### config.mk
export PLATFORM = sky130hd
export DESIGN_NAME = i2c_master_arbiter_flat
export DESIGN_NICKNAME = d
export VERILOG_FILES = /design/src/rtl/i2c_master_arbiter_pkg.sv /design/src/rtl/i2c_master_arbiter_if.sv /design/src/rtl/i2c_arb_rr_pick.sv /design/src/rtl/i2c_master_arbiter.sv /design/src/flat_wrapper.sv
export SDC_FILE = /design/constraint.sdc
export NUM_CORES = 1
export LEC_CHECK = 0
export CAP_MARGIN = 0
export CORE_MARGIN = 3
export CORE_UTILIZATION = 35
export CTS_BUF_LIST = sky130_fd_sc_hd__clkbuf_8
export DETAILED_ROUTE_END_ITERATION = 12
export PLACE_DENSITY = 0.71
export SYNTH_ARGS = -nofsm -noshare
export SYNTH_HDL_FRONTEND = slang
export SYNTH_SLANG_ARGS = --single-unit
### constraint.sdc
create_clock -name clk -period 4 [get_ports clk]
set_input_delay 0.6 -clock clk [delete_from_list [all_inputs] [get_ports clk]]
set_output_delay 0.6 -clock clk [all_outputs]
set_load 0.05 [all_outputs]
### src/rtl/i2c_master_arbiter_pkg.sv
// Shared types and constants for the I2C master arbiter.
// The optional abort timer is enabled with the I2C_ARB_TIMEOUT_EN macro.
package i2c_arb_pkg;

  typedef enum logic [1:0] {
    IDLE  = 2'd0,
    ISSUE = 2'd1,
    DONE  = 2'd2
  } arb_state_e;

  localparam logic       RD_OP     = 1'b1;
  localparam logic [7:0] RDATA_RST = 8'hff;

endpackage

### src/rtl/i2c_master_arbiter_if.sv
// Client-side bus of the I2C master arbiter: per-client requests in, shared completion out.
// The clients drive through the master modport, and the arbiter takes the slave modport.
interface i2c_master_arbiter_if #(
  parameter int NUM_REQ = 2,
  parameter int DATA_W  = 8
);
  logic [NUM_REQ-1:0]        cli_req;
  logic [NUM_REQ-1:0]        cli_rw;
  logic [NUM_REQ*DATA_W-1:0] cli_reg_addr;
  logic [NUM_REQ*DATA_W-1:0] cli_wdata;
  logic [NUM_REQ-1:0]        cli_ack;
  logic                      cli_err;
  logic [DATA_W-1:0]         cli_rdata;

  modport master (
    output cli_req, cli_rw, cli_reg_addr, cli_wdata,
    input  cli_ack, cli_err, cli_rdata
  );

  modport slave (
    input  cli_req, cli_rw, cli_reg_addr, cli_wdata,
    output cli_ack, cli_err, cli_rdata
  );
endinterface

### src/rtl/i2c_arb_rr_pick.sv
// Combinational round-robin picker: it returns the first requester after ptr, wrapping around.
// The search runs from the farthest candidate to the nearest, so the nearest requester is written last and wins.
module i2c_arb_rr_pick #(
  parameter int NUM_REQ = 2
) (
  input  logic [NUM_REQ-1:0] req,
  input  logic [2:0]         ptr,
  output logic               valid,
  output logic [2:0]         idx
);

  // priority search over all pointer offsets
  always_comb begin
    valid = 1'b0;
    idx   = ptr;
    for (int i = NUM_REQ; i >= 1; i--) begin
      for (int j = 0; j < NUM_REQ; j++) begin
        if (req[j] && (((int'(ptr) + i >= NUM_REQ) ? int'(ptr) + i - NUM_REQ
                                                    : int'(ptr) + i) == j)) begin
          valid = 1'b1;
          idx   = 3'(j);
        end else begin
          valid = valid;
        end
      end
    end
  end

endmodule

### src/rtl/i2c_master_arbiter.sv
// Round-robin arbiter that shares one I2C EEPROM master between NUM_REQ clients.
// Optional I2C_ARB_TIMEOUT_EN aborts a transfer stuck in ISSUE after TIMEOUT_CYCLES cycles.
module i2c_master_arbiter
  import i2c_arb_pkg::*;
#(
  parameter int NUM_REQ        = 2,
  parameter int DATA_W         = 8,
  parameter int TIMEOUT_CYCLES = 1000000
) (
  input  logic              clk,
  input  logic              reset,
  i2c_master_arbiter_if.slave cli,
  output logic              m_wd_req,
  output logic              m_rd_req,
  input  logic              m_wr_ack,
  input  logic              m_rd_ack,
  output logic [DATA_W-1:0] m_wr_data,
  input  logic [DATA_W-1:0] m_rd_data,
  output logic [DATA_W-1:0] m_wr_reg_addr,
  output logic [DATA_W-1:0] m_rd_reg_addr,
  output logic              busy,
  output logic [2:0]        grant_id
);

  localparam logic [2:0] LAST_ID = 3'(NUM_REQ - 1);

  arb_state_e         state_r, state_nx;
  logic [2:0]         ptr_r, ptr_nx, grant_r, grant_nx;
  logic               wd_req_r, wd_req_nx, rd_req_r, rd_req_nx;
  logic               rw_r, rw_nx, busy_r;
  logic [DATA_W-1:0]  wdata_r, wdata_nx, addr_r, addr_nx, rdata_r, rdata_nx;
  logic [NUM_REQ-1:0] ack_r, ack_nx, grant_hot_s;
  logic               pick_valid_s, sel_rw_s, match_s;
  logic [2:0]         pick_idx_s;
  logic [DATA_W-1:0]  sel_addr_s, sel_wdata_s;

`ifdef I2C_ARB_TIMEOUT_EN
  localparam logic [19:0] TIMEOUT_LAST = 20'(TIMEOUT_CYCLES - 1);
  logic [19:0] cnt_r, cnt_nx;
  logic        err_r, err_nx;
`else
  localparam int unused_timeout_cycles = TIMEOUT_CYCLES;
`endif

  i2c_arb_rr_pick #(.NUM_REQ(NUM_REQ)) u_pick (
    .req   (cli.cli_req),
    .ptr   (ptr_r),
    .valid (pick_valid_s),
    .idx   (pick_idx_s)
  );

  // winner operand mux and one-hot of the current grant
  always_comb begin
    sel_rw_s    = 1'b0;
    sel_addr_s  = '0;
    sel_wdata_s = '0;
    grant_hot_s = '0;
    for (int i = 0; i < NUM_REQ; i++) begin
      if (pick_idx_s == 3'(i)) begin
        sel_rw_s    = cli.cli_rw[i];
        sel_addr_s  = cli.cli_reg_addr[i*DATA_W +: DATA_W];
        sel_wdata_s = cli.cli_wdata[i*DATA_W +: DATA_W];
      end else begin
        sel_rw_s    = sel_rw_s;
      end
      grant_hot_s[i] = (grant_r == 3'(i));
    end
    match_s = (rw_r == RD_OP) ? m_rd_ack : m_wr_ack;
  end

  // next-state and next-output logic
  always_comb begin
    state_nx  = state_r;
    ptr_nx    = ptr_r;
    grant_nx  = grant_r;
    wd_req_nx = wd_req_r;
    rd_req_nx = rd_req_r;
    rw_nx     = rw_r;
    wdata_nx  = wdata_r;
    addr_nx   = addr_r;
    rdata_nx  = rdata_r;
    ack_nx    = '0;
`ifdef I2C_ARB_TIMEOUT_EN
    cnt_nx    = cnt_r;
    err_nx    = 1'b0;
`endif
    case (state_r)
      IDLE: begin
        if (pick_valid_s) begin
          state_nx  = ISSUE;
          ptr_nx    = pick_idx_s;
          grant_nx  = pick_idx_s;
          rw_nx     = sel_rw_s;
          addr_nx   = sel_addr_s;
          wdata_nx  = sel_wdata_s;
          rd_req_nx = (sel_rw_s == RD_OP);
          wd_req_nx = (sel_rw_s != RD_OP);
`ifdef I2C_ARB_TIMEOUT_EN
          cnt_nx    = 20'd0;
`endif
        end else begin
          state_nx  = IDLE;
        end
      end
      ISSUE: begin
        if (match_s) begin
          state_nx  = DONE;
          wd_req_nx = 1'b0;
          rd_req_nx = 1'b0;
          ack_nx    = grant_hot_s;
          rdata_nx  = (rw_r == RD_OP) ? m_rd_data : rdata_r;
        end
`ifdef I2C_ARB_TIMEOUT_EN
        else if (cnt_r == TIMEOUT_LAST) begin
          state_nx  = DONE;
          wd_req_nx = 1'b0;
          rd_req_nx = 1'b0;
          ack_nx    = grant_hot_s;
          err_nx    = 1'b1;
          rdata_nx  = DATA_W'(RDATA_RST);
        end else begin
          cnt_nx    = cnt_r + 20'd1;
        end
`else
        else begin
          state_nx  = ISSUE;
        end
`endif
      end
      DONE: begin
        state_nx = IDLE;
      end
      default: begin
        state_nx  = IDLE;
        wd_req_nx = 1'b0;
        rd_req_nx = 1'b0;
      end
    endcase
  end

  // state and registered outputs
  always_ff @(posedge clk) begin
    if (reset) begin
      state_r  <= IDLE;
      ptr_r    <= LAST_ID;
      grant_r  <= LAST_ID;
      wd_req_r <= 1'b0;
      rd_req_r <= 1'b0;
      rw_r     <= 1'b0;
      wdata_r  <= '0;
      addr_r   <= '0;
      rdata_r  <= DATA_W'(RDATA_RST);
      ack_r    <= '0;
      busy_r   <= 1'b0;
`ifdef I2C_ARB_TIMEOUT_EN
      cnt_r    <= 20'd0;
      err_r    <= 1'b0;
`endif
    end else begin
      state_r  <= state_nx;
      ptr_r    <= ptr_nx;
      grant_r  <= grant_nx;
      wd_req_r <= wd_req_nx;
      rd_req_r <= rd_req_nx;
      rw_r     <= rw_nx;
      wdata_r  <= wdata_nx;
      addr_r   <= addr_nx;
      rdata_r  <= rdata_nx;
      ack_r    <= ack_nx;
      busy_r   <= (state_nx != IDLE);
`ifdef I2C_ARB_TIMEOUT_EN
      cnt_r    <= cnt_nx;
      err_r    <= err_nx;
`endif
    end
  end

  assign m_wd_req      = wd_req_r;
  assign m_rd_req      = rd_req_r;
  assign m_wr_data     = wdata_r;
  assign m_wr_reg_addr = addr_r;
  assign m_rd_reg_addr = addr_r;
  assign busy          = busy_r;
  assign grant_id      = grant_r;
  assign cli.cli_ack   = ack_r;
  assign cli.cli_rdata = rdata_r;
`ifdef I2C_ARB_TIMEOUT_EN
  assign cli.cli_err   = err_r;
`else
  assign cli.cli_err   = 1'b0;
`endif

endmodule

### src/flat_wrapper.sv
// flat-port wrapper written by rule: the top's interface ports become plain ports
module i2c_master_arbiter_flat import i2c_arb_pkg::*;
#(
  parameter int NUM_REQ        = 2,
  parameter int DATA_W         = 8,
  parameter int TIMEOUT_CYCLES = 1000000
)
  (clk, reset, m_wd_req, m_rd_req, m_wr_ack, m_rd_ack, m_wr_data, m_rd_data, m_wr_reg_addr, m_rd_reg_addr, busy, grant_id, cli_cli_req, cli_cli_rw, cli_cli_reg_addr, cli_cli_wdata, cli_cli_ack, cli_cli_err, cli_cli_rdata);
  i2c_master_arbiter_if #(.NUM_REQ(NUM_REQ), .DATA_W(DATA_W)) cli_i ();
  input  logic clk;
  input  logic reset;
  output logic m_wd_req;
  output logic m_rd_req;
  input  logic m_wr_ack;
  input  logic m_rd_ack;
  output logic [DATA_W-1:0] m_wr_data;
  input  logic [DATA_W-1:0] m_rd_data;
  output logic [DATA_W-1:0] m_wr_reg_addr;
  output logic [DATA_W-1:0] m_rd_reg_addr;
  output logic busy;
  output logic [2:0] grant_id;
  input wire logic [$bits(cli_i.cli_req)-1:0] cli_cli_req;
  input wire logic [$bits(cli_i.cli_rw)-1:0] cli_cli_rw;
  input wire logic [$bits(cli_i.cli_reg_addr)-1:0] cli_cli_reg_addr;
  input wire logic [$bits(cli_i.cli_wdata)-1:0] cli_cli_wdata;
  output wire logic [$bits(cli_i.cli_ack)-1:0] cli_cli_ack;
  output wire logic [$bits(cli_i.cli_err)-1:0] cli_cli_err;
  output wire logic [$bits(cli_i.cli_rdata)-1:0] cli_cli_rdata;
  assign cli_i.cli_req = cli_cli_req;
  assign cli_i.cli_rw = cli_cli_rw;
  assign cli_i.cli_reg_addr = cli_cli_reg_addr;
  assign cli_i.cli_wdata = cli_cli_wdata;
  assign cli_cli_ack = cli_i.cli_ack;
  assign cli_cli_err = cli_i.cli_err;
  assign cli_cli_rdata = cli_i.cli_rdata;
  i2c_master_arbiter #(.NUM_REQ(NUM_REQ), .DATA_W(DATA_W), .TIMEOUT_CYCLES(TIMEOUT_CYCLES)) u_core (.clk(clk), .reset(reset), .cli(cli_i), .m_wd_req(m_wd_req), .m_rd_req(m_rd_req), .m_wr_ack(m_wr_ack), .m_rd_ack(m_rd_ack), .m_wr_data(m_wr_data), .m_rd_data(m_rd_data), .m_wr_reg_addr(m_wr_reg_addr), .m_rd_reg_addr(m_rd_reg_addr), .busy(busy), .grant_id(grant_id));
endmodule
-- Yosys cells after proc, flatten, opt, wreduce, memory -nomap -nowiden
Index checks and enable logic that the tools add are counted.
- memories kept: 0
- input bits: 48
- RAM bits: 0
- ROM bits: 0
- output and inout bits: 41
- bits in latches: 0
- register bits after elaboration: 35
- word-level logic and storage cells: 67
- reduce and logical (&&, ||, !) cells: 14
- bitwise logic cells: 4
- shifts and indexed selects: 0
- divide/modulo/power cells: 0
- equal/unequal tests: 8
- $add $sub $neg: 4
- $lt $le $gt $ge: 2
- multiply operators: 0
- mux-type cells: 25
- operator list (operator ; number):
    32-bit by 2-bit equality test with 1-bit output (second input constant) ; 2
    32-bit by 3-bit greater-or-equal comparator with 1-bit output (second input constant) ; 2
    32-bit zero test ; 2
    32-bit 2-to-1 mux ; 2
    32-bit by 3-bit subtractor with 32-bit output (second input constant) ; 2
    8-bit 2-to-1 mux ; 4
    3-bit 2-to-1 mux ; 4
    1-bit 2-to-1 mux ; 11
    3-bit by 1-bit equality test with 1-bit output (second input constant) ; 2
    3-bit zero test ; 2
    1-bit one-hot mux with 3 select lines ; 2
    3-bit AND reduction ; 2
    3-bit by 1-bit adder with 4-bit output (second input constant) ; 1
    3-bit by 2-bit adder with 4-bit output (second input constant) ; 1
    1-bit logical AND ; 4
    2-bit by 1-bit != test with 1-bit output (second input constant) ; 2
    1-bit inverter ; 4
    2-bit one-hot mux with 2 select lines ; 1
    3-bit OR reduction ; 1
    2-bit by 1-bit equality test with 1-bit output (second input constant) ; 1
    2-bit equality test (second input constant) ; 1
    2-bit zero test ; 1
    2-bit 2-to-1 mux ; 1
    2-bit AND reduction ; 1
    2-bit nonzero test ; 1

-- Longest topological paths before layout
Gate-level depths: netlist (run 1).
- depth in word-level cells: 15
- gate-level depth with buffers: 14
- gate-level depth less buffers: 11

-- By module
Synthesis (run 1) repeated with hierarchy kept, for this count alone.
- cell total of the unflattened synthesis: 211
- area, all modules: 1836.8 um^2
- by module, submodules not included (module ; times used ; area each (um^2) ; sequential area each (um^2) ; cells each):
    i2c_master_arbiter ; 1 ; 1592.8 ; 700.7 ; 181
    i2c_arb_rr_pick ; 1 ; 244.0 ; 0.0 ; 30

-- Worst setup path after synthesis (run 1)
No wires, ideal clock.
- path type: flip-flop to flip-flop
- start point: register u_core.ptr_r[0]
- end point: register u_core.addr_r[4], in the netlist u_core.m_rd_reg_addr[4]
- required time: 3.866 ns
- slack: 0.798 ns
- cell stages (with the launch flop): 15
- period minus slack after synthesis: 3.202 ns
- arrival time: 3.068 ns
- buffers on the path: 3
- setup time: 0.134 ns
- path through: dfxtp_1 -> buf_2 -> inv_1 -> ha_1 -> inv_1 -> ha_1 -> ha_1 -> and4b_4 -> a21oi_1 -> o21ai_2 -> a31oi_1 -> buf_6 -> buf_12 -> mux2i_1 -> a211oi_1
- cells in the longest elaborated chain, start to end: 12
- elaborated cells between the ends (all ways): 29
- classes of those cells: add/sub (4); order compare (2); eq/ne (3); mux (12); reduce/logical (8)
- RTL lines (item ; RTL line ; source):
    start: declaration ; i2c_master_arbiter.sv:28 ; logic [2:0] ptr_r, ptr_nx, grant_r, grant_nx;
    start signal: assignment ; i2c_master_arbiter.sv:161 ; ptr_r <= ptr_nx;
    3-bit by 2-bit adder with 4-bit output ; i2c_arb_rr_pick.sv:18, i2c_arb_rr_pick.sv:19 ;
    32-bit by 3-bit subtractor with 32-bit output / 32-bit by 3-bit greater-or-equal comparator with 1-bit output (equally long branches) ; i2c_arb_rr_pick.sv:18 ; if (req[j] && (((int'(ptr) + i >= NUM_REQ) ? int'(ptr) + i - NUM_REQ
    32-bit 2-to-1 mux ; i2c_arb_rr_pick.sv:18 ;
    32-bit zero test ; i2c_arb_rr_pick.sv:18 ;
    1-bit logical AND ; i2c_arb_rr_pick.sv:18 ;
    3-bit 2-to-1 mux (4 in a row) ; i2c_arb_rr_pick.sv:18 ;
    3-bit zero test ; i2c_master_arbiter.sv:59 ; if (pick_idx_s == 3'(i)) begin
    8-bit 2-to-1 mux (2 in a row) ; i2c_master_arbiter.sv:59 ;
    end signal: assignment ; i2c_master_arbiter.sv:167 ; addr_r <= addr_nx;
    end: declaration ; i2c_master_arbiter.sv:31 ; logic [DATA_W-1:0] wdata_r, wdata_nx, addr_r, addr_nx, rdata_r, rdata_nx;
Several ways; a longest one is shown, not always the timed one.
A chain may end at the register's enable or synchronous reset.

-- Worst setup path after layout (run 1)
- start point: register u_core.ptr_r[0]
- end point: register u_core.wdata_r[5], in the netlist u_core.m_wr_data[5]
- cells in the longest elaborated chain, start to end: 12
- elaborated cells between the ends (all ways): 29
- classes of those cells: add/sub (4); order compare (2); eq/ne (3); mux (12); reduce/logical (8)
- RTL lines (item ; RTL line ; source):
    3-bit by 2-bit adder with 4-bit output ; i2c_arb_rr_pick.sv:18, i2c_arb_rr_pick.sv:19 ;
    32-bit by 3-bit subtractor with 32-bit output / 32-bit by 3-bit greater-or-equal comparator with 1-bit output (equally long branches) ; i2c_arb_rr_pick.sv:18 ;
    32-bit 2-to-1 mux ; i2c_arb_rr_pick.sv:18 ;
    32-bit zero test ; i2c_arb_rr_pick.sv:18 ;
    1-bit logical AND ; i2c_arb_rr_pick.sv:18 ;
    3-bit 2-to-1 mux (4 in a row) ; i2c_arb_rr_pick.sv:18 ;
    3-bit zero test ; i2c_master_arbiter.sv:59 ;
    8-bit 2-to-1 mux (2 in a row) ; i2c_master_arbiter.sv:59 ;
    end signal: assignment ; i2c_master_arbiter.sv:166 ; wdata_r <= wdata_nx;
    end: declaration ; i2c_master_arbiter.sv:31 ;
Several ways; a longest one is shown, not always the timed one.

==> flow_summary.toml, run 1 <==
[status]
status = "finished clean"

[worst_hold_path]
hp-class = "flop to flop"
whs_path_depth = 2
min_from = "u_core.m_wd_req"

[synthesis]
synth_warnings = 0
ys_types = 35
synth_area_um2 = 1788
yosys.area.top_type = "dfxtp_1"
synth_common_cells = "dfxtp_1 (35), nor2_1 (21), mux2i_1 (18), a211oi_1 (16), nor2b_1 (12)"
ys_top_cells_by_area = "dfxtp_1 (39%), mux2i_1 (10%), a211oi_1 (6.7%)"
seq_area_frac_synth_pct = 39.19
synth_fp_nets = 248
synth_edf_count = 0
synth.top_cell.area_share_pct = 39.19
async_flop_share_pct = 0
synth_ff_type = "dfxtp_1"
syn_inst = 193
syn_area_per_cell_um2 = 9.264
synth-seq-cells = 35
yosysMostFrequentCell = "dfxtp_1"

[detailed_routing]
drtIter0Drc = 97
drc = 0
vias = 1635
drt_pass1_iterations = 4
viasPerCell = 4.852
totalWireLength_um = 4325
ant_nets = 0
routedWlPerCell_um = 12.83

[job]
drv_cap = 0

[cts]
cts_tree = "done"
clock_sink_count = 35
clockBufferDepth = 2
holdBufCountCts = 0
cts_inserted_buffers = 5
postCtsSetupBuffers = 0
worstSkewPairLatency_ps = 280
clk_pin_slew_worst_paths_ps = 70
htree_levels = 2
clock-root-buffer = "clkbuf_8"
cts_resized = 0

[critical_path]
worstPathRequired_ps = 4150
r2r-end = "u_core.m_wr_data[5]"
critPathMaxFanout = 17
crit_start = "u_core.ptr_r[0]"
arrival_ps = 3360
startpoint_type = "flop"
worstSetupPathType = "flop to flop"
r2r-start = "u_core.ptr_r[0]"
endpoint = "u_core.m_wr_data[5]"
cp-end-kind = "flop"
r2r_cells = 12
r2r_slack_ps = 790

[global_routing]
grt_use_total_pct = 14.45
gr-total-overflow = 0
grt_max_degree = 27
grt_pass1_wl_um = 7155
grt_antenna_before_repair = 0
grt_pass1_vias = 1508

[die]
die_w_um = 77.48
io_pins = 89
coreArea_um2 = 4817
std_cell_rows = 25
die-area_um2 = 6002
start_util_pct = 37.12
die_h_um = 77.48

[sta]
finalClockSkew_ps = 4.640
finalMaxSlewViolations = 0
max_clock_freq_ghz = 0.3114
setup_violations = 0
worst_pin_slew_ps = 922.7
setup-tns-final_ps = 0
relSlewSlack_pct = 38.26
fin_crit_sh_pct = 80.28
fin_crit_ps = 3211
rsz0062_at_grt = "false"
hold_viol = 0

[power]
finalPower_mw = 2.172
peakVddDrop_mv = 0.3444
p_leak_nw = 1.089
power.density_nw_per_um2 = 798.9

[layout]
nets = 324
n_fill_cell = 470
final_cell_area_um2 = 2719
synthToLayoutAreaGrowth_pct = 52.06
drive_above_1_share_pct = 6.296
antenna_cells = 0

[placed_design]
io_buffers = 87
post-dp-hpwl_um = 3225
dpl_cell_area_um2 = 2634
gp_congestion = 0.8453
[logic make-up after synthesis]
family	count (synthesis)	synth area share [%]
buffers and inverters	28	9.377
xor gates and xnor gates	1	0.9100
AOI/OAI and AO/OA	46	19.18
and+or+nand+nor	57	16.17
adders and majority gates	7	4.898
other	1	0.2097
muxes	18	10.08
DFF	35	39.19
[power by group]
group / leakage, nW / switching (mW) / total, mW / internal, mW
Combinational: 0.756 / 0.876 / 1.38 / 0.503
Clock: 0.0453 / 0.124 / 0.243 / 0.119
Sequential: 0.288 / 0.0809 / 0.550 / 0.469
Total: 1.09 / 1.08 / 2.17 / 1.09
[state kept, by name, indices dropped and copies added, names as in the netlist]
| register | flops |
|---|---|
| u_core.cli.cli_ack | 2 |
| u_core.cli.cli_rdata | 8 |
| u_core.rw_r | 1 |
| u_core.busy | 1 |
| u_core.m_rd_reg_addr | 8 |
| u_core.state_r | 2 |
| u_core.ptr_r | 3 |
| u_core.m_wr_data | 8 |
| u_core.m_wd_req | 1 |
| u_core.m_rd_req | 1 |
[critical path: stages, from the launching register on]
cell and delay, ps:
dfxtp_1 630, inv_1 190, ha_1 360, inv_1 50, ha_1 180, ha_1 270, and4b_4 230, a21oi_1 230
o21ai_2 130, a31oi_2 180, buf_4 310, mux2i_1 230, a211oi_1 90
[how the worst min path moves through the flow]
stage,slack (ps),to
floorplan,490,u_core.rw_r
global placement,470,u_core.m_wd_req
detailed placement,470,u_core.m_wd_req
CTS,480,u_core.m_wd_req
global route,520,u_core.m_wd_req
finish,480,u_core.m_wd_req
[placed cells by master (no fill, tap or decap), drive strengths merged]
cell / count
a211o: 9
a211oi: 16
a21oi: 6
a221oi: 2
a311oi: 3
a31oi: 3
and2: 3
and4b: 1
buf: 4
clkbuf: 5
clkdlybuf4s50: 87
clkinv: 1
clkinvlp: 1
conb: 1
dfxtp: 35
ha: 7
inv: 7
mux2i: 18
nand2: 6
nand2b: 3
nand3: 1
nor2: 21
nor2b: 12
nor3: 6
nor3b: 1
nor4: 2
o211a: 1
o211ai: 1
o21a: 1
o21ai: 3
o22ai: 1
or2: 1
xnor2: 1
[routing by layer]
layer | global-route usage, % | share of wire (%) | vias up
li1 | - | - | 837
met1 | 19.60 | 47 | 722
met2 | 20.90 | 43 | 72
met3 | 6.497 | 10 | 4
met4 | 3.381 | 0.67 | 0
met5 | 0 | 0 | -
[through the flow]
step	setup slack [ps]	instances	hold slack, ps	utilization, %
finish	789.0	337	476.1	56.44
CTS	775.5	337	483.2	56.44
global route	477.8	337	517.3	56.44
detailed placement	798.1	329	469.8	54.68
floorplan	797.6	193	493.8	-
global placement	887.7	329	465.4	54.68
[layout make-up]
| type | instances | area (um2) | share of cell area, % |
|---|---|---|---|
| clock inverter | 3 | 16.27 | 0.5983 |
| tap | 67 | 83.83 | 3.083 |
| clock buffer | 5 | 68.82 | 2.531 |
| sequential | 35 | 700.7 | 25.77 |
| timing repair buffer | 91 | 900.9 | 33.13 |
| multi-input combinational | 130 | 925.9 | 34.05 |
| inverter | 6 | 22.52 | 0.8283 |
Note: power is estimated with default switching activity, not from simulation.
==> run 2: changes to the inputs <==
--- a/config.mk
+++ b/config.mk
@@ -10,7 +10,7 @@
 export CORE_UTILIZATION = 35
 export CTS_BUF_LIST = sky130_fd_sc_hd__clkbuf_8
 export DETAILED_ROUTE_END_ITERATION = 12
-export PLACE_DENSITY = 0.71
+export PLACE_DENSITY = 0.74
 export SYNTH_ARGS = -nofsm -noshare
 export SYNTH_HDL_FRONTEND = slang
 export SYNTH_SLANG_ARGS = --single-unit
==> constraint.sdc (replaced) <==
create_clock -name clk -period 2.8 [get_ports clk]
set_input_delay 0.42 -clock clk [delete_from_list [all_inputs] [get_ports clk]]
set_output_delay 0.42 -clock clk [all_outputs]
set_load 0.05 [all_outputs]
==> run 2 against run 1 <==
  * Wire length up 3.7%
  * Global-route usage rose by 0.43 points
  * Cell area grew 3.3%
  * Sequential share of layout area down 0.55 points
  * Clock power grew 51%
  * Power up 48%
  * Utilization up 1.8 points
  * Via count increased by 1.5%
  * Sequential power increased by 41%
  * Setup slack got worse by 610 ps
  * First-iteration DRC count is 25% lower
  * Die area is the same
  * Largest cell class is now non-clock buffers
  * Highest routed layer unchanged
==> flow_summary.toml, run 2 (synthesized netlist as in run 1, its figures left out) <==
[detailed_routing]
drc = 0
totalWireLength_um = 4485
ant_nets = 0
viasPerCell = 4.854
met1_length_um = 2037
drtIter0Drc = 73
highest_layer = "met4"
drt_pass1_iterations = 4
routedWlPerCell_um = 13.11
wl_met3_um = 395
dr_wl_met2_um = 2031
vias = 1660

[sta]
setup_violations = 0
hold_viol = 0
relSlewSlack_pct = 64.66
finalMaxSlewViolations = 0
finalClockSkew_ps = 6.070
fin_crit_ps = 2625
max_clock_freq_ghz = 0.3810
fin_crit_sh_pct = 93.75
setup-tns-final_ps = 0
worst_pin_slew_ps = 528.4

[die]
die_w_um = 77.48
coreArea_um2 = 4817
start_util_pct = 37.12
std_cell_rows = 25
die-area_um2 = 6002
io_pins = 89
die_h_um = 77.48

[layout]
nets = 329
antenna_cells = 0
post-route-util_pct = 58.29
synthToLayoutAreaGrowth_pct = 57.03
drive_above_1_share_pct = 10.18
final_common_cell = "clkdlybuf4s50_1"
final_cell_area_um2 = 2808
multi_input_area_um2 = 943.4
layout.cells.non_filler = 342
final_cell_mix = "clkdlybuf4s50_1 (87), dfxtp_1 (33), nor2_1 (21)"
ff_latch_area_um2 = 708.2
n_fill_cell = 456

[cts]
clockBufferDepth = 2
clk_pin_slew_worst_paths_ps = 70
cts_inserted_buffers = 5
clock_sink_count = 35
worstSkewPairLatency_ps = 280
cts_tree = "done"
clock-root-buffer = "clkbuf_8"
htree_levels = 2

[worst_hold_path]
hp-class = "flop to flop"

[power]
p_leak_nw = 1.132
switching_share_pct = 48.84
internal_power_mw = 1.641
power.density_nw_per_um2 = 1142
p_switching_mw = 1.566
p_comb_share_pct = 64.4
power_frac_seq_pct = 24.1
p_clk_share_pct = 11.5
peakVddDrop_mv = 0.4851
finalPower_mw = 3.207

[critical_path]
worstSetupPathType = "flop to flop"
arrival_ps = 2830
startpoint_type = "flop"
critPathMaxFanout = 12
cp-end-kind = "flop"
worstPathRequired_ps = 3000

[placed_design]
gp_congestion = 0.7988
io_buffers = 87
post-dp-hpwl_um = 3449
dpl_cell_area_um2 = 2685
dp.cells = 333

[global_routing]
grt_antenna_before_repair = 0
grt_use_total_pct = 14.88
gr-total-overflow = 0
grt_max_degree = 26
grt_pass1_vias = 1599
grt_pass1_wl_um = 7383

[status]
status = "finished clean"

[job]
drv_cap = 0
==> run 2: cell types whose count changed in the layout (fill, tap and decap cells not counted), sizes merged <==
cell	delta
clkbuf	+1
clkinvlp	-1
buf	+5
==> run 2: power by group through the flow <==
stage	registers [mW]	logic (mW)	clock network [mW]
2_1_floorplan	1.33	0.975	0
4_1_cts	0.778	2.05	0.379
3_3_place_gp	0.780	2.03	0
3_5_place_dp	0.789	2.05	0
5_1_grt	0.796	2.19	0.407
6_report	0.773	2.07	0.368
==> run 2: timing repair <==
| item | CTS | global route |
|---|---|---|
| resized for setup | 0 | 6 |
| setup buffers | 0 | 1 |
| setup endpoints to repair | 0 | 18 |
| hold buffers | 0 | 0 |
==> run 2: worst paths after layout <==
| check | from | to | slack, ps | cells past startpoint |
|---|---|---|---|---|
| hold / removal | u_core.m_wd_req | u_core.m_wd_req | 480 | 2 |
| setup reg to reg | u_core.ptr_r[1] | u_core.rw_r | 180 | 11 |
| hold reg to reg | u_core.m_wd_req | u_core.m_wd_req | 480 | 2 |
| setup / recovery | u_core.ptr_r[1] | u_core.rw_r | 180 | 11 |
==> run 2: worst max-delay path, cell delays in order (launching register included) <==
cell      delay [ps]
dfxtp_4          370
ha_1             210
xnor2_2          150
ha_1             200
ha_1             270
and4b_4          230
a221oi_1         280
o22ai_1          140
and2_2           220
buf_4            180
o211a_1          130
nor3_1           160
==> run 2: cell type report <==
class / instances / area share, %
multi-input combinational: 130 / 33.60
clock inverter: 2 / 0.3119
clock buffer: 6 / 2.941
timing repair buffer: 96 / 34.14
inverter: 6 / 0.8021
sequential: 35 / 25.22
tap: 67 / 2.986
==> run 2: layer usage <==
| layer | up-vias | GRT usage [%] |
|---|---|---|
| li1 | 845 | - |
| met1 | 751 | 18.72 |
| met2 | 61 | 24.09 |
| met3 | 3 | 6.148 |
| met4 | 0 | 2.669 |
| met5 | - | 0 |
==> run 2: through the flow <==
| step | hold slack [ps] | worst slack, ps |
|---|---|---|
| 3_5_place_dp | 472.3 | 79.32 |
| 2_1_floorplan | 493.8 | 23.76 |
| 4_1_cts | 485.3 | 62.36 |
| 5_1_grt | 518.1 | -3.466 |
| 3_3_place_gp | 471.8 | 177.6 |
| 6_report | 484.8 | 175.1 |
==> run 3: changes to the inputs <==
--- a/config.mk
+++ b/config.mk
@@ -6,6 +6,7 @@
 export NUM_CORES = 1
 export LEC_CHECK = 0
 export CAP_MARGIN = 0
+export CORE_ASPECT_RATIO = 2
 export CORE_MARGIN = 3
 export CORE_UTILIZATION = 35
 export CTS_BUF_LIST = sky130_fd_sc_hd__clkbuf_8
==> run 3 against run 2 <==
  * Global-route usage rose by 1.4 points
  * Sequential cell count stayed put
  * First-iteration DRC count is 59% lower
  * Wire length up 9.8%
  * Critical path type unchanged
  * Largest power group unchanged
==> flow_summary.toml, run 3 (synthesized netlist as in run 1, its figures left out) <==
[status]
status = "finished clean"

[sta]
fin_crit_ps = 2650
relSlewSlack_pct = 60.61
max_clock_freq_ghz = 0.3773
finalClockSkew_ps = 4.175
finalMaxSlewViolations = 0
setup_violations = 0
fin_crit_sh_pct = 94.66
hold_viol = 0
hold_ws_ps = 486.3
worst_pin_slew_ps = 589.1

[placed_design]
post-dp-hpwl_um = 3809
io_buffers = 87
gp_congestion = 0.7760
dp.cells = 324

[cts]
cts_tree = "done"
htree_levels = 2
worstSkewPairLatency_ps = 290
clk_pin_slew_worst_paths_ps = 70
cts_inserted_buffers = 5
clock-root-buffer = "clkbuf_8"
clockBufferDepth = 2
clock_sink_count = 35

[critical_path]
path_buf_inv = 3
cp_slowest_stage_delay_ps = 370
worstPathRequired_ps = 2980
worstSetupPathType = "flop to flop"
crit_path_frequent_cell = "ha_1"
slowest_stage = "dfxtp_4"
cp-end-kind = "flop"
startpoint_type = "flop"
crit_family = "adder cells"
worstPathCellList = "inv_1 > ha_1 > inv_1 > ha_1 > ha_1 > and4b_4 > nand2_1 > o21a_1 > a31oi_4 > buf_4 > mux2i_1 > a211oi_1"
critPathMaxFanout = 6
arrival_ps = 2830

[detailed_routing]
viasPerCell = 5.099
highest_layer = "met4"
totalWireLength_um = 4923
drc = 0
dr_wl_met2_um = 2925
wl_met3_um = 223
vias = 1703
drtIter0Drc = 30
drt_pass1_iterations = 4
ant_nets = 0
routedWlPerCell_um = 14.74
met1_length_um = 1680

[die]
io_pins = 89
die-area_um2 = 6054
coreArea_um2 = 4910
die_w_um = 56.54
start_util_pct = 36.42
std_cell_rows = 36
die_h_um = 107.1

[layout]
nets = 331
antenna_cells = 0
layout.cells.non_filler = 334
final_cell_mix = "clkdlybuf4s50_1 (87), dfxtp_1 (33), nor2_1 (21)"
synthToLayoutAreaGrowth_pct = 57.80
final_common_cell = "clkdlybuf4s50_1"
drive_above_1_share_pct = 10.47

[power]
power.density_nw_per_um2 = 1164
peakVddDrop_mv = 0.9504
p_leak_nw = 1.143

[global_routing]
grt_use_total_pct = 16.24
grt_pass1_vias = 1647
gr-total-overflow = 0
grt_antenna_before_repair = 0
grt_max_degree = 22
grt_pass1_wl_um = 7659

[worst_hold_path]
hp-class = "flop to flop"

[job]
drv_cap = 0
[run 3: cell count changes in the layout (fill, tap and decap cells not counted), sizes merged]
cell | before | now
buf | 9 | 11
clkbuf | 6 | 5
clkinvlp | 0 | 1
[run 3: where the power goes]
part,internal [mW],switching [mW]
sequential,0.672,0.110
combinational,0.824,1.33
clock,0.170,0.180
total,1.67,1.62
[run 3: layout make-up]
class | instances | area (um2)
Clock buffer | 5 | 68.82
Clock inverter | 3 | 16.27
Fill cell | 429 | 2088
Inverter | 6 | 22.52
Multi-Input combinational cell | 130 | 962.2
Sequential cell | 35 | 708.2
Tap cell | 57 | 71.32
Timing Repair Buffer | 98 | 972.2
[run 3: layer usage]
| layer | up-vias | track usage [%] |
|---|---|---|
| li1 | 848 | - |
| met4 | 0 | 7.131 |
| met3 | 8 | 3.012 |
| met1 | 797 | 15.76 |
| met2 | 50 | 31.71 |
| met5 | - | 0 |
[run 3: what timing repair did]
item | 4_1_cts | 5_1_grt
resized for setup | 0 | 14
hold buffers | 0 | 0
setup endpoints to repair | 0 | 18
buffers inserted | 0 | 1
[run 3: path summary, 6_finish.rpt]
| kind | start | end | slack [ps] | depth (start not counted) |
|---|---|---|---|---|
| worst max register to register | u_core.ptr_r[1] | u_core.m_wr_data[6] | 150 | 12 |
| worst min-delay path | u_core.m_wd_req | u_core.m_wd_req | 490 | 2 |
| worst min register to register | u_core.m_wd_req | u_core.m_wd_req | 490 | 2 |
| worst max-delay path | u_core.ptr_r[1] | u_core.m_wr_data[6] | 150 | 12 |
[run 3: worst reg2reg max path, cell delays in order (launching register included)]
cell      delay (ps)
dfxtp_4          370
inv_1             80
ha_1             330
inv_1             60
ha_1             180
ha_1             270
and4b_4          290
nand2_1           70
o21a_1           210
a31oi_4          200
buf_4            200
mux2i_1          200
a211oi_1          80
[run 3: through the flow]
step           setup WS [ps]  power (mW)  area, um2  TNS (ps)  utilization [%]
6_report               149.7       3.284       2821         0            57.47
5_1_grt               -14.80       3.466       2821    -14.80            57.47
4_1_cts                85.25       3.198       2753         0            56.07
3_5_place_dp           127.5       2.835       2668         0            54.33
3_3_place_gp           176.5       2.818       2668         0            54.33
2_1_floorplan          23.76       2.305       1803         0                -
